===== src/rtl/serial_addsub_pkg.sv =====
// Shared types and defaults for the bit-serial adder/subtractor.
package serial_addsub_pkg;

  localparam int DEFAULT_WIDTH = 8;

  typedef enum logic [1:0] {
    IDLE = 2'd0,
    RUN  = 2'd1,
    DONE = 2'd2
  } state_t;

endpackage


===== src/rtl/serial_addsub_fadd.sv =====
// Single full-adder cell used as the bit-slice of the serial datapath.
module fadd (
  input  logic a,
  input  logic b,
  input  logic cin,
  output logic sum,
  output logic cout
);

  assign sum  = a ^ b ^ cin;
  assign cout = (a & b) | (a & cin) | (b & cin);

endmodule


===== src/rtl/serial_addsub.sv =====
// Bit-serial WIDTH-bit adder/subtractor: one full adder, LSB-first shift datapath.
module serial_addsub
  import serial_addsub_pkg::*;
#(
  parameter int WIDTH = DEFAULT_WIDTH
) (
  input  logic             clk,
  input  logic             rst_n,
  input  logic             start,
  input  logic             sub,
  input  logic [WIDTH-1:0] a,
  input  logic [WIDTH-1:0] b,
  output logic             busy,
  output logic             done,
  output logic [WIDTH-1:0] result,
  output logic             cout,
  output logic             overflow
);

  localparam int CW = $clog2(WIDTH + 1);

  state_t           r_state;
  logic [WIDTH-1:0] r_opa;
  logic [WIDTH-1:0] r_opb;
  logic [WIDTH-1:0] r_acc;
  logic             r_carry;
  logic [CW-1:0]    r_cnt;

  logic             w_sum;
  logic             w_cout;
  logic [WIDTH-1:0] w_acc_next;

  fadd u_fadd (
    .a    (r_opa[0]),
    .b    (r_opb[0]),
    .cin  (r_carry),
    .sum  (w_sum),
    .cout (w_cout)
  );

  assign w_acc_next = {w_sum, r_acc[WIDTH-1:1]};

  // FSM, operand load, per-bit shift and registered result/flag capture.
  always_ff @(posedge clk or negedge rst_n) begin
    if (!rst_n) begin
      r_state  <= IDLE;
      r_opa    <= '0;
      r_opb    <= '0;
      r_acc    <= '0;
      r_carry  <= 1'b0;
      r_cnt    <= '0;
      busy     <= 1'b0;
      done     <= 1'b0;
      result   <= '0;
      cout     <= 1'b0;
      overflow <= 1'b0;
    end else begin
      case (r_state)
        IDLE, DONE: begin
          done <= 1'b0;
          if (start) begin
            // Subtract as a + ~b + 1: invert B and seed the carry with sub.
            r_opa   <= a;
            r_opb   <= b ^ {WIDTH{sub}};
            r_carry <= sub;
            r_cnt   <= '0;
            busy    <= 1'b1;
            r_state <= RUN;
          end else begin
            busy    <= 1'b0;
            r_state <= IDLE;
          end
        end
        RUN: begin
          r_acc   <= w_acc_next;
          r_opa   <= r_opa >> 1;
          r_opb   <= r_opb >> 1;
          r_carry <= w_cout;
          r_cnt   <= r_cnt + CW'(1);
          if (r_cnt == CW'(WIDTH - 1)) begin
            // r_carry here is the carry into the MSB; xor with carry out gives signed overflow.
            result   <= w_acc_next;
            cout     <= w_cout;
            overflow <= r_carry ^ w_cout;
            busy     <= 1'b0;
            done     <= 1'b1;
            r_state  <= DONE;
          end
        end
        default: begin
          busy    <= 1'b0;
          done    <= 1'b0;
          r_state <= IDLE;
        end
      endcase
    end
  end

endmodule

===== config.mk =====
export PLATFORM = sky130hd
export DESIGN_NAME = serial_addsub
export DESIGN_NICKNAME = d
export VERILOG_FILES = /design/src/rtl/serial_addsub_pkg.sv /design/src/rtl/serial_addsub_fadd.sv /design/src/rtl/serial_addsub.sv
export SDC_FILE = /design/constraint.sdc
export NUM_CORES = 1
export LEC_CHECK = 0
export BUFFER_PORTS_ARGS = -buffer_cell sky130_fd_sc_hd__buf_2
export CAP_MARGIN = 20
export CORE_ASPECT_RATIO = 1.1
export CORE_UTILIZATION = 36
export DETAILED_ROUTE_END_ITERATION = 8
export GPL_TIMING_DRIVEN = 0
export PLACE_DENSITY = 0.54
export SKIP_LAST_GASP = 1
export SYNTH_ARGS = -nofsm -noshare
export SYNTH_HDL_FRONTEND = slang
export SYNTH_SLANG_ARGS = --single-unit

===== constraint.sdc =====
create_clock -name clk -period 1.8 [get_ports clk]
set_clock_uncertainty 0.1 [all_clocks]
set_input_delay 0.27 -clock clk [delete_from_list [all_inputs] [get_ports clk]]
set_output_delay 0.27 -clock clk [all_outputs]
set_load 0.05 [all_outputs]

==> flow_summary.toml <==
[timing]
slew_viol_final = 0
fin_setup_tns_ns = 0
rsz0062_at_grt = "false"
whs_ns = -0.00269
clock.fmax_mhz = 621
worstMarginPinSlew_ns = 0.866
hold_viol = 3
setup_viol = 0
fin_crit_ns = 1.61
period_share = 0.895
relSlewSlack = 0.423

[detailed_routing]
drc = 0
vias_per_cell = 4.93
antenna_left = 0
routed_wl_mm = 3.05
vias = 1075
wl_per_cell_um = 14.0
drtPass1Iterations = 4
drtIter0Drc = 26

[cells_and_area]
drive_gt1_frac = 0.278
synthToLayoutAreaGrowth_pct = 17.2
final_cell_mix = "dfrtp_1 (40), buf_2 (33), mux2_1 (17)"
final_common_cell = "dfrtp_1"
utilization = 0.438
num_antenna_cells = 0
nNetsFinal = 184

[floorplan]
dieArea_um2 = 5080
io_pins = 32
die_w_um = 68.0
core_um2 = 4620
die_h_um = 74.6
initial_core_util = 0.374
rows = 26

[placement]
routabilityCongestion = 0.732
dp_hpwl_mm = 2.17
portBuffers = 30

[worst_setup_path]
crit_arrival_ns = 1.68
start_kind = "flip-flop"
worstPathRequired_ns = 1.87
worstPathCellList = "fa_1 -> xor2_1 -> mux2_1"
cp_max_fo = 3
path_class = "reg -> reg"
cpMaxStageDelayCell = "fa_1"
endpoint_kind = "flip-flop"
max_stage_delay_ns = 0.50

[logic_synthesis]
synth.area.top_cells = "dfrtp_1 (58%), mux2_1 (11%), a22o_1 (6.1%)"
synth.top_cell.area_share = 0.580
synth_warnings = 0
netlist_area_um2 = 1730
synth-seq-area-share = 0.580
yosysTopAreaCell = "dfrtp_1"
ys_ff_latch = 40
syn_nets = 147
avgSynthCellArea_um2 = 13.8
synthCells = 125
synth_cell_types = 23

[clock_tree]
clk_pin_slew_ns = 0.07
holdBufCountCts = 0
cts_setup_buffers = 0
cts.repair.resized = 0
cts_max_level = 2
ctsLongestPathBuffers = 2
clk_latency_ns = 0.28
cts_made_buffers = 5
clockRootBuffer = "clkbuf_8"
tritoncts = "done"
clock-sinks = 40

[power_and_ir_drop]
p_leak_uw = 0.00103
total_power_uw = 3800
power_density_nw_per_um2 = 1880
irDropWorstVdd_mv = 0.632

[global_routing]
track_usage = 0.140
grt_pass1_wl_mm = 5.15
grt_start_max_net_pins = 41
grt_overflow = 0
antenna_found_initial = 0
grt_pass1_vias = 1123

[run_status]
violations = "hold timing"
outcome = "finished, violations left"

[run]
cap_violations = 0

[worst_hold_path]
hp-class = "in -> async"
-- cell usage after synthesis --
master    number
a221o_1        7
and2b_1        1
xnor2_1        8
nor2_1         8
mux2i_1        2
xor2_1         2
a21o_1         8
fa_1           1
mux2_1        17
nand4_1        1
nor2_4         1
nor2b_1        1
clkbuf_1       1
nand2b_1       1
a22o_1        12
and4b_1        1
buf_2          3
ha_1           1
nor2b_4        1
nand2_1        3
buf_4          4
dfrtp_1       40
nand3b_1       1
-- sequential cells by signal, summed over array words and instances, names as in the netlist --
signal and count:
r_state 2, result 8, r_acc 7, r_opa 8
cout 1, r_carry 1, r_cnt 4, r_opb 8
overflow 1
-- worst paths after layout --
kind                                from        to  slack, ns  depth (start not counted)
worst min register to register  overflow  overflow       0.38                          1
worst min-delay path               rst_n  r_acc[6]     -0.003                          1
worst max-delay path             r_carry  overflow       0.19                          3
max in group asynchronous          rst_n  r_opb[5]       1.06                          1
min in group clk                    a[7]  r_opa[7]       0.11                          2
worst max register to register   r_carry  overflow       0.19                          3
-- critical path: cells and delay by family (launching register included) --
kind,cells,cell delay [ns]
mux,1,0.29
flops,1,0.42
fa+ha+maj,1,0.50
xor+xnor,1,0.18
-- per-layer routing --
layer / routed length, um / share of wire / vias to the layer above / global-route usage
li1: - / - / 523 / -
met1: 1350 / 0.44 / 514 / 0.161
met3: 145 / 0.047 / 8 / 0.0348
met2: 1490 / 0.49 / 30 / 0.239
met4: 69 / 0.023 / 0 / 0.0694
met5: 0 / 0 / - / 0
-- power breakdown --
group	switching, uW	internal, uW	total [uW]
registers	249	1320	1570
clock network	281	263	544
logic	977	717	1690
-- metrics by stage --
stage | cells | worst slack [ns] | cell area (um2)
after floorplan | 125 | 0.0165 | 1730
after global placement | 211 | 0.207 | 1950
after detailed placement | 211 | 0.196 | 1950
after CTS | 218 | 0.181 | 2020
after global routing | 218 | 0.113 | 2020
final | 218 | 0.189 | 2020
-- cells by family (layout without fill, tap and decap cells) --
kind of cell / after synthesis / after routing / synth area share
multiplexers: 19 / 19 / 0.122
flip-flops: 40 / 40 / 0.580
AND/OR/NAND/NOR: 19 / 19 / 0.0638
XOR/XNOR: 10 / 10 / 0.0507
AO/OA/AOI/OAI: 27 / 27 / 0.136
buffers and inverters: 8 / 45 / 0.0283
adder cells (fa/ha/maj): 2 / 2 / 0.0188
-- layout make-up --
class,instances,area [um2]
Fill cell,448,2590
Sequential cell,40,1000
Multi-Input combinational cell,77,677
Timing Repair Buffer,30,150
Clock buffer,6,72.6
Tap cell,56,70.1
Buffer,8,48.8
Clock inverter,1,5.00
Note: power is estimated with default switching activity, not from simulation.
